===== config.mk =====
export PLATFORM = sky130hd
export DESIGN_NAME = countdown_timer
export DESIGN_NICKNAME = d
export VERILOG_FILES = /design/src/rtl/countdown_timer_pkg.sv /design/src/rtl/countdown_timer_tick_gen.sv /design/src/rtl/countdown_timer.sv
export SDC_FILE = /design/constraint.sdc
export NUM_CORES = 1
export LEC_CHECK = 0
export CORE_UTILIZATION = 40
export CTS_CLUSTER_DIAMETER = 60
export CTS_CLUSTER_SIZE = 8
export DETAILED_ROUTE_END_ITERATION = 8
export PLACE_DENSITY_LB_ADDON = 0.25
export SLEW_MARGIN = 20
export SYNTH_ARGS = -nofsm -noshare
export SYNTH_HDL_FRONTEND = slang
export SYNTH_SLANG_ARGS = --single-unit

===== constraint.sdc =====
create_clock -name clock -period 6.52 [get_ports clock]
set_input_delay 1.956 -clock clock [delete_from_list [all_inputs] [get_ports clock]]
set_output_delay 1.956 -clock clock [all_outputs]
set_load 0.005 [all_outputs]

===== src/rtl/countdown_timer_pkg.sv =====
// Shared definitions for the M:SS countdown timer: digit widths, BCD limits and the
// digit-level helpers used by the digit register bank.
package countdown_timer_pkg;

   localparam int BCD_W = 4;
   localparam logic [BCD_W-1:0] SEC_TENS_MAX = 4'd5;
   localparam logic [BCD_W-1:0] DIGIT_MAX = 4'd9;
   localparam int DEFAULT_TICKS_PER_SEC = 100;

   // Operating mode is implied by enable and zero; it is decoded, never stored.
   typedef enum logic [1:0] {
      ST_IDLE,
      ST_RUN,
      ST_EXPIRED
   } timer_state_e;

   typedef struct packed {
      logic [BCD_W-1:0] min;
      logic [BCD_W-1:0] tens;
      logic [BCD_W-1:0] ones;
   } digits_t;

   function automatic logic is_zero(input digits_t d);
      return (d.min == '0) && (d.tens == '0) && (d.ones == '0);
   endfunction

   // One-second step with borrow; 0:00 is a floor, never wrapping to 9:59.
   function automatic digits_t bcd_decrement(input digits_t d);
      digits_t r;
      r = d;
      if (d.ones != '0) begin
         r.ones = d.ones - 4'd1;
      end else if (d.tens != '0) begin
         r.ones = DIGIT_MAX;
         r.tens = d.tens - 4'd1;
      end else if (d.min != '0) begin
         r.ones = DIGIT_MAX;
         r.tens = SEC_TENS_MAX;
         r.min  = d.min - 4'd1;
      end
      return r;
   endfunction

endpackage


===== src/rtl/countdown_timer_tick_gen.sv =====
// One-second prescaler: tick fires on the last cycle of each full second while run is high.
// Dropping run discards the partial second so the next second always starts from scratch.
module tick_gen
   import countdown_timer_pkg::*;
#(
   parameter int TICKS_PER_SEC = DEFAULT_TICKS_PER_SEC
) (
   input  logic clock,
   input  logic reset,
   input  logic run,
   output logic tick
);

   localparam int CNT_W = (TICKS_PER_SEC > 1) ? $clog2(TICKS_PER_SEC) : 1;
   localparam logic [CNT_W-1:0] LAST = CNT_W'(TICKS_PER_SEC - 1);

   logic [CNT_W-1:0] count;

   assign tick = run && (count == LAST);

   always_ff @(posedge clock or posedge reset) begin
      if (reset) begin
         count <= '0;
      end else if (!run || tick) begin
         count <= '0;
      end else begin
         count <= count + CNT_W'(1);
      end
   end

endmodule


===== src/rtl/countdown_timer.sv =====
// Keypad-loaded M:SS countdown timer: three BCD digit registers shifted in from the keypad,
// decremented once per second while enabled, with a zero flag and a one-cycle done pulse.
module countdown_timer
   import countdown_timer_pkg::*;
#(
   parameter int TICKS_PER_SEC = DEFAULT_TICKS_PER_SEC
) (
   input  logic             clock,
   input  logic             reset,
   input  logic             clear,
   input  logic             load,
   input  logic [BCD_W-1:0] data,
   input  logic             enable,
   output logic [BCD_W-1:0] min,
   output logic [BCD_W-1:0] sec_tens,
   output logic [BCD_W-1:0] sec_ones,
   output logic             zero,
   output logic             done
);

   digits_t      digits;
   digits_t      digits_next;
   logic         done_next;
   timer_state_e state;
   logic         run;
   logic         tick;
   logic         load_ok;

   assign zero = is_zero(digits);

   always_comb begin
      state = ST_IDLE;
      if (zero) begin
         state = ST_EXPIRED;
      end else if (enable) begin
         state = ST_RUN;
      end
   end

   // clear also holds the prescaler in reset so a cleared timer restarts a full second.
   assign run = (state == ST_RUN) && !clear;

   tick_gen #(
      .TICKS_PER_SEC(TICKS_PER_SEC)
   ) u_tick_gen (
      .clock(clock),
      .reset(reset),
      .run  (run),
      .tick (tick)
   );

   // A shifted-in digit lands in sec_tens next, so a current sec_ones above 5 blocks the entry.
   assign load_ok = load && !enable && (data <= DIGIT_MAX) && (digits.ones <= SEC_TENS_MAX);

   always_comb begin
      digits_next = digits;
      done_next   = 1'b0;
      if (clear) begin
         digits_next = '0;
      end else if (load_ok) begin
         digits_next.min  = digits.tens;
         digits_next.tens = digits.ones;
         digits_next.ones = data;
      end else if (tick) begin
         digits_next = bcd_decrement(digits);
         done_next   = is_zero(digits_next);
      end
   end

   always_ff @(posedge clock or posedge reset) begin
      if (reset) begin
         digits <= '0;
         done   <= 1'b0;
      end else begin
         digits <= digits_next;
         done   <= done_next;
      end
   end

   assign min      = digits.min;
   assign sec_tens = digits.tens;
   assign sec_ones = digits.ones;

endmodule


Yosys cells after proc, flatten, opt, wreduce, memory -nomap -nowiden
Index checks and enable logic that the tools add are counted.
{"block": "totals", "register_bits": 20, "output_inout_bits": 14, "elab_cells": 56}
{"block": "op_classes", "eq_ne": 2, "order_cmp": 2, "addsub": 4, "n_reduce_logical": 23, "mux": 20}
{"op": "12-bit two-way mux", "count": 4}
{"op": "8-bit two-way mux", "count": 5}
{"op": "4-bit logical NOT", "count": 6}
{"op": "4-bit two-way mux", "count": 5}
{"op": "4-bit nonzero test", "count": 3}
{"op": "4-bit by 1-bit subtractor with 4-bit output, second input constant", "count": 3}
{"op": "1-bit logical AND", "count": 9}
{"op": "7-bit by 1-bit adder with 7-bit output, second input constant", "count": 1}
{"op": "7-bit == test, second input constant", "count": 1}
{"op": "7-bit two-way mux", "count": 1}
{"op": "4-bit by 3-bit less-or-equal comparator with 1-bit output, second input constant", "count": 1}
{"op": "4-bit less-or-equal comparator, second input constant", "count": 1}
{"op": "1-bit two-way mux", "count": 4}
{"op": "1-bit logical NOT", "count": 3}
{"op": "3-bit nonzero test", "count": 1}
{"op": "2-bit by 1-bit == test with 1-bit output, second input constant", "count": 1}
{"op": "2-bit two-way mux", "count": 1}
{"op": "1-bit logical OR", "count": 1}

Longest topological paths before layout
Gate-level depths: netlist (run 1).
{"block": "logic_depth", "ltp_word": 16, "mapped_depth": 8}

Hierarchy
Synthesis (run 1) repeated with hierarchy kept, for this count alone.
{"block": "unflattened", "cells_unflattened": 162, "hier_area_um2": 1442.6}
{"module": "countdown_timer", "cells_each": 129, "area_each_um2": 1108.6, "instances": 1, "seq_area_each_um2": 325.3}
{"module": "tick_gen", "cells_each": 33, "area_each_um2": 334.1, "instances": 1, "seq_area_each_um2": 175.2}

Least setup slack after synthesis (run 1)
OpenSTA, ideal clock, no wires.
{"block": "synth_timing", "path_type": "register to output", "from": "register digits (netlist bit sec_ones[0])", "to": "output port zero", "path_slack_ps": 3019, "arrival_time_ps": 1545, "stages_incl_launch_ff": 6, "t_required_ps": 4564, "path_buffers": 1, "path_cell_list": "dfrtp_1 inv_1 ha_1 or3b_4 nor3_4 buf_6"}
{"block": "synth_between", "elab_chain_cells": 2}
{"item": "from (decl)", "line_no": "countdown_timer.sv:21", "rtl": "digits_t digits;"}
{"item": "from (signal assigned)", "line_no": "countdown_timer.sv:75", "rtl": "digits <= digits_next;"}
{"item": "4-bit logical NOT", "line_no": "countdown_timer_pkg.sv:24", "rtl": "return (d.min == '0) && (d.tens == '0) && (d.ones == '0);"}
{"item": "1-bit logical AND", "line_no": "countdown_timer_pkg.sv:24"}
{"item": "to (decl)", "line_no": "countdown_timer.sv:17", "rtl": "output logic zero,"}
No other way between the ends.

Final worst setup path (run 1)
Same ends and word-level chain as after synthesis.

==> flow_metrics.py, run 1 <==
metrics = {
    "power": {
        "clkPwrFrac": 0.335,
        "seqPwrFrac": 0.433,
        "p_sw_frac": 0.281,
        "p_per_area_nw_per_um2": 184,
        "peakVddDrop_mv": 0.108,
        "static-leakage-power_uw": 0.000679,
        "p_comb_frac": 0.233,
        "p_int_uw": 222,
        "p_sw_uw": 86.8,
        "power_uw": 309,
    },
    "final_layout": {
        "stdcell_area_um2": 1680,
        "seqCellArea_um2": 500,
        "syn2layout_area_growth_pct": 21.4,
        "diodes": 0,
        "fin_nets": 197,
        "fillerInstances": 313,
        "drive_gt1_frac": 0.0718,
        "multi_input_area_um2": 818,
    },
    "global_route": {
        "grt_pass1_vias": 1141,
        "grt-ovfl-total": 0,
        "grt_max_degree": 21,
        "grt_antenna_before_repair": 0,
        "grt_usage": 0.195,
        "grt_pass1_wl_um": 5270,
    },
    "synthesis": {
        "synth_edf_count": 0,
        "ys_ff_latch": 20,
        "synthMuxAreaShare": 0.0154,
        "yosys-top-cells-area": "dfrtp_1 36%, nor2_1 6.8%, ha_1 5.4%",
        "ys_seq_area_frac": 0.362,
        "yosys.area.top_type": "dfrtp_1",
        "synth_area_per_cell_um2": 8.60,
        "netlist_instances": 161,
        "syn_nets": 176,
        "async_flop_share": 1.00,
        "netlist_area_um2": 1380,
        "ys_types": 51,
        "yosysWarnings": 0,
        "synth_top_family_by_area": "simple AND/OR/NAND/NOR gates",
        "synth_simple_gate_area_share": 0.339,
        "synth_top_area_share": 0.362,
        "synth_top_flop_cell": "dfrtp_1",
        "synth-xor-area-share": 0.0380,
        "synthAdderAreaFrac": 0.0542,
        "synth_compound_area_frac": 0.145,
    },
    "clock_tree": {
        "cts_tree": "built",
        "cts-root-buf": "clkbuf_4",
        "cts.clk_slew.worst_paths_ns": 0.12,
        "cts_resized": 0,
        "cts_setup_buffers": 0,
        "cts_buffer_depth": 2,
        "cts_num_sinks": 20,
        "cts-hold-fix-buffers": 0,
        "clk-insertion-delay-late_ns": 0.31,
        "cts_buffers": 3,
        "htreeDepth": 1,
    },
    "sta": {
        "slew-limit-headroom": 0.482,
        "grt_setup_unrepaired": "no",
        "final-hold-violation-count": 0,
        "fin_crit_sh": 0.709,
        "skew_ns": 0.00548,
        "period_needed_ns": 4.62,
        "max_freq_mhz": 216,
        "final_max_slew_viol_count": 0,
        "finalSetupViolCount": 0,
        "timing.setup.tns_ns": 0,
        "worstMarginPinSlew_ns": 0.777,
    },
    "die": {
        "start_util": 0.435,
        "coreArea_um2": 3180,
        "die_h_um": 60.8,
        "die-area_um2": 3700,
        "io_pins": 23,
        "die_w_um": 60.8,
        "rows": 20,
    },
    "worst_setup_path": {
        "critical_path_buf_inv_count": 2,
        "crit_path_cell_trace": "inv_1 > ha_1 > or3b_4 > nor3_4 > clkdlybuf4s50_1",
        "critPathLaunchType": "register",
        "end_kind": "output pin",
        "r2r_start": "sec_ones[0]",
        "startpoint": "sec_ones[0]",
        "cp_slowest_stage_delay_ns": 0.59,
        "path_max_fanout": 12,
        "crit_arrival_ns": 2.66,
        "crit_family": "simple AND/OR/NAND/NOR gates",
        "cp.required_ns": 4.56,
        "worstSetupPathType": "register to output pin",
        "crit_slowest_cell": "clkdlybuf4s50_1",
    },
    "drt": {
        "wl_um": 3270,
        "viasPerCell": 5.72,
        "ant_nets": 0,
        "dr.pass1.iters": 4,
        "via_count": 1288,
        "drt_iter0_markers": 41,
        "detail_route.wl_per_cell_um": 14.5,
        "drc_errors": 0,
    },
    "placed_design": {
        "gp_congestion": 0.965,
        "dp_hpwl_um": 2440,
        "portBuffers": 22,
        "placed_area_um2": 1630,
    },
    "min_path": {
        "worstHoldStart": "u_tick_gen.count[0]",
        "hp-class": "register to register",
    },
    "outcome": {
        "status": "completed",
    },
    "run": {
        "drv_cap": 0,
    },
}
[routing by layer]
layer / part of all wire / global-route usage / wire length, um
met5: 0 / 0 / 0
met4: 0.012 / 0.0779 / 40
met3: 0.055 / 0.0128 / 181
met1: 0.47 / 0.277 / 1530
met2: 0.46 / 0.312 / 1520
[cell families (layout without fill, tap and decap cells)]
group / after synthesis / in the layout
xor+xnor: 6 / 6
flops: 20 / 20
buf+inv: 15 / 35
fa+ha+maj: 6 / 6
mux: 2 / 2
compound gates: 30 / 30
simple gates: 82 / 82
[path summary, 6_finish.rpt]
path	slack [ns]	to	depth (start not counted)
setup / recovery	1.90	zero	5
hold / removal	0.47	u_tick_gen.count[0]	1
setup reg to reg	3.82	done	7
hold reg to reg	0.47	u_tick_gen.count[0]	1
max in group asynchronous	3.96	sec_tens[2]	2
min in group asynchronous	2.07	done	2
[layout make-up]
cell class / count / share of cell area
clock inverter: 1 / 0.0179
timing repair buffer: 22 / 0.131
tap: 44 / 0.0328
clock buffer: 3 / 0.0134
multi-input combinational: 126 / 0.487
inverter: 9 / 0.0201
sequential: 20 / 0.298
[registers in the layout, summed over array words and instances (netlist names)]
name and flops:
min 4, u_tick_gen.count 7, done 1, sec_ones 4, sec_tens 4
[synth_stat cells, drive strengths merged, types with 2 or more instances]
library cell and n:
nor3 9, nor2 25, xor2 2, nor4 6
dfrtp 20, o21ai 9, nand2 8, nor3b 3
a21oi 6, ha 6, a311oi 2, nand3b 2
xnor2 4, buf 2, o311ai 2, nand3 7
nand2b 4, inv 9, clkbuf 4, or4b 2
nor2b 4, or3b 4
[metrics by stage]
stage	hold slack, ns	instances	util	setup slack [ns]
global route	0.496	225	0.529	1.79
floorplan	0.424	161	-	3.02
finish	0.465	225	0.529	1.90
global placement	0.438	221	0.512	2.23
CTS	0.474	225	0.529	1.92
detailed placement	0.457	221	0.512	2.15
[placed cells by master, fill, tap and decap left out, drive strengths merged, types with 2 or more instances in the layout]
cell type / n
nor2: 25
clkdlybuf4s50: 22
dfrtp: 20
inv: 9
o21ai: 9
nor3: 9
nand2: 8
nand3: 7
ha: 6
nor4: 6
a21oi: 6
nor2b: 4
nand2b: 4
xnor2: 4
or3b: 4
clkbuf: 3
nor3b: 3
o311ai: 2
a311oi: 2
nand3b: 2
xor2: 2
or4b: 2
[power groups by stage]
stage                     Combinational (uW)  Clock [uW]  Sequential (uW)
after floorplan                         50.5           0              134
after global placement                  71.1           0              136
after detailed placement                71.4           0              136
after CTS                               71.7         104              134
after global routing                    79.7         110              134
final                                   71.9         103              134
(Power assumes the default switching activity.)
==> run 2: changes to the inputs <==
==> constraint.sdc (replaced) <==
create_clock -name clock -period 4.65 [get_ports clock]
set_input_delay 1.395 -clock clock [delete_from_list [all_inputs] [get_ports clock]]
set_output_delay 1.395 -clock clock [all_outputs]
set_load 0.005 [all_outputs]
==> flow_metrics.py, run 2 (synthesis gave the netlist of run 1 again) <==
metrics = {
    "worst_setup_path": {
        "crit_path_cell_trace": "inv_1 > ha_1 > or3b_4 > nor3_4 > clkdlybuf4s50_1",
        "critPathLaunchType": "register",
        "cp.required_ns": 3.25,
        "worstSetupPathType": "register to output pin",
        "crit_slowest_cell": "clkdlybuf4s50_1",
        "crit_arrival_ns": 2.65,
        "critical_path_buf_inv_count": 2,
        "end_kind": "output pin",
        "startpoint": "sec_ones[0]",
        "crit_family": "simple AND/OR/NAND/NOR gates",
        "r2r_start": "sec_tens[0]",
        "path_max_fanout": 12,
        "cp_slowest_stage_delay_ns": 0.59,
    },
    "sta": {
        "period_needed_ns": 4.05,
        "max_freq_mhz": 247,
        "hold_slack_ns": 0.460,
        "slew-limit-headroom": 0.483,
        "finalSetupViolCount": 0,
        "skew_ns": 0.00298,
        "final_max_slew_viol_count": 0,
        "grt_setup_unrepaired": "no",
        "final-hold-violation-count": 0,
        "timing.setup.tns_ns": 0,
        "worstMarginPinSlew_ns": 0.774,
        "fin_crit_sh": 0.870,
    },
    "clock_tree": {
        "cts_resized": 0,
        "cts_setup_buffers": 0,
        "clk-insertion-delay-late_ns": 0.30,
        "cts-hold-fix-buffers": 0,
        "cts_num_sinks": 20,
        "htreeDepth": 1,
        "cts_buffer_depth": 2,
        "cts.clk_slew.worst_paths_ns": 0.11,
        "cts_tree": "built",
        "cts_buffers": 3,
        "cts-root-buf": "clkbuf_4",
    },
    "drt": {
        "dr.pass1.iters": 4,
        "viasPerCell": 5.73,
        "ant_nets": 0,
        "drc_errors": 0,
        "wl_um": 3300,
        "detail_route.wl_per_cell_um": 14.6,
        "via_count": 1289,
        "drt_iter0_markers": 51,
    },
    "die": {
        "die_h_um": 60.8,
        "die-area_um2": 3700,
        "start_util": 0.435,
        "io_pins": 23,
        "die_w_um": 60.8,
        "rows": 20,
        "coreArea_um2": 3180,
    },
    "power": {
        "static-leakage-power_uw": 0.000679,
        "peakVddDrop_mv": 0.151,
        "p_per_area_nw_per_um2": 256,
    },
    "min_path": {
        "worstHoldStart": "u_tick_gen.count[0]",
        "hp-class": "register to register",
    },
    "final_layout": {
        "final_common_cell": "nor2_1",
        "largest_register_ffs": 7,
        "fin_nets": 197,
        "drive_gt1_frac": 0.0718,
        "layout_common_cells": "25 x nor2_1, 22 x clkdlybuf4s50_1, 20 x dfrtp_1",
        "syn2layout_area_growth_pct": 21.4,
        "diodes": 0,
        "top_register": "u_tick_gen.count",
    },
    "placed_design": {
        "dp_hpwl_um": 2450,
        "gp_congestion": 0.965,
        "portBuffers": 22,
    },
    "global_route": {
        "grt_usage": 0.201,
        "grt_pass1_vias": 1152,
        "grt-ovfl-total": 0,
        "grt_antenna_before_repair": 0,
        "grt_max_degree": 21,
        "grt_pass1_wl_um": 5440,
    },
    "run": {
        "drv_cap": 0,
    },
    "outcome": {
        "status": "completed",
    },
}
run 2: power breakdown:
part           leakage, uW  internal (uW)  switching (uW)
Combinational     0.000376           45.1            56.0
Clock            0.0000279           87.1            54.8
Sequential        0.000276            179            8.58
Total             0.000679            311             119
run 2: worst reg2reg max path, delay by kind of cell (launching register included):
kind	cells	cell delay [ns]
AOI/OAI and AO/OA	1	0.30
adders and majority gates	1	0.20
and+or+nand+nor	3	1.56
DFF	1	0.48
buffers and inverters	1	0.10
run 2: area by class of cell:
class                   instances  area, um^2
fillers                       315        1500
multi-input cells             126         818
flip-flops and latches         20         500
repair buffers                 22         220
well taps                      44        55.1
inverters                       9        33.8
clock inverters                 1        30.0
clock buffers                   3        22.5
run 2: stage by stage:
stage / total power, uW / worst slack [ns] / instance area [um^2] / cells / util
2_1_floorplan: 259 / 1.71 / 1380 / 161 / -
3_3_place_gp: 290 / 0.916 / 1630 / 221 / 0.512
3_5_place_dp: 291 / 0.839 / 1630 / 221 / 0.512
4_1_cts: 433 / 0.614 / 1680 / 225 / 0.529
5_1_grt: 455 / 0.475 / 1680 / 225 / 0.529
6_report: 430 / 0.603 / 1680 / 225 / 0.529
run 2: metal layers:
layer,up-vias,wire length [um],GRT usage
li1,627,-,-
met1,609,1540,0.298
met2,46,1470,0.295
met3,7,224,0.0235
met4,0,69,0.0877
met5,-,0,0
run 2: final timing paths:
check / to / slack, ns / cells after the start
worst max register to register: min[2] / 1.90 / 6
worst max-delay path: zero / 0.60 / 5
max in group asynchronous: u_tick_gen.count[2] / 2.65 / 2
min in group asynchronous: min[1] / 1.53 / 2
worst min register to register: u_tick_gen.count[0] / 0.46 / 1
worst min-delay path: u_tick_gen.count[0] / 0.46 / 1
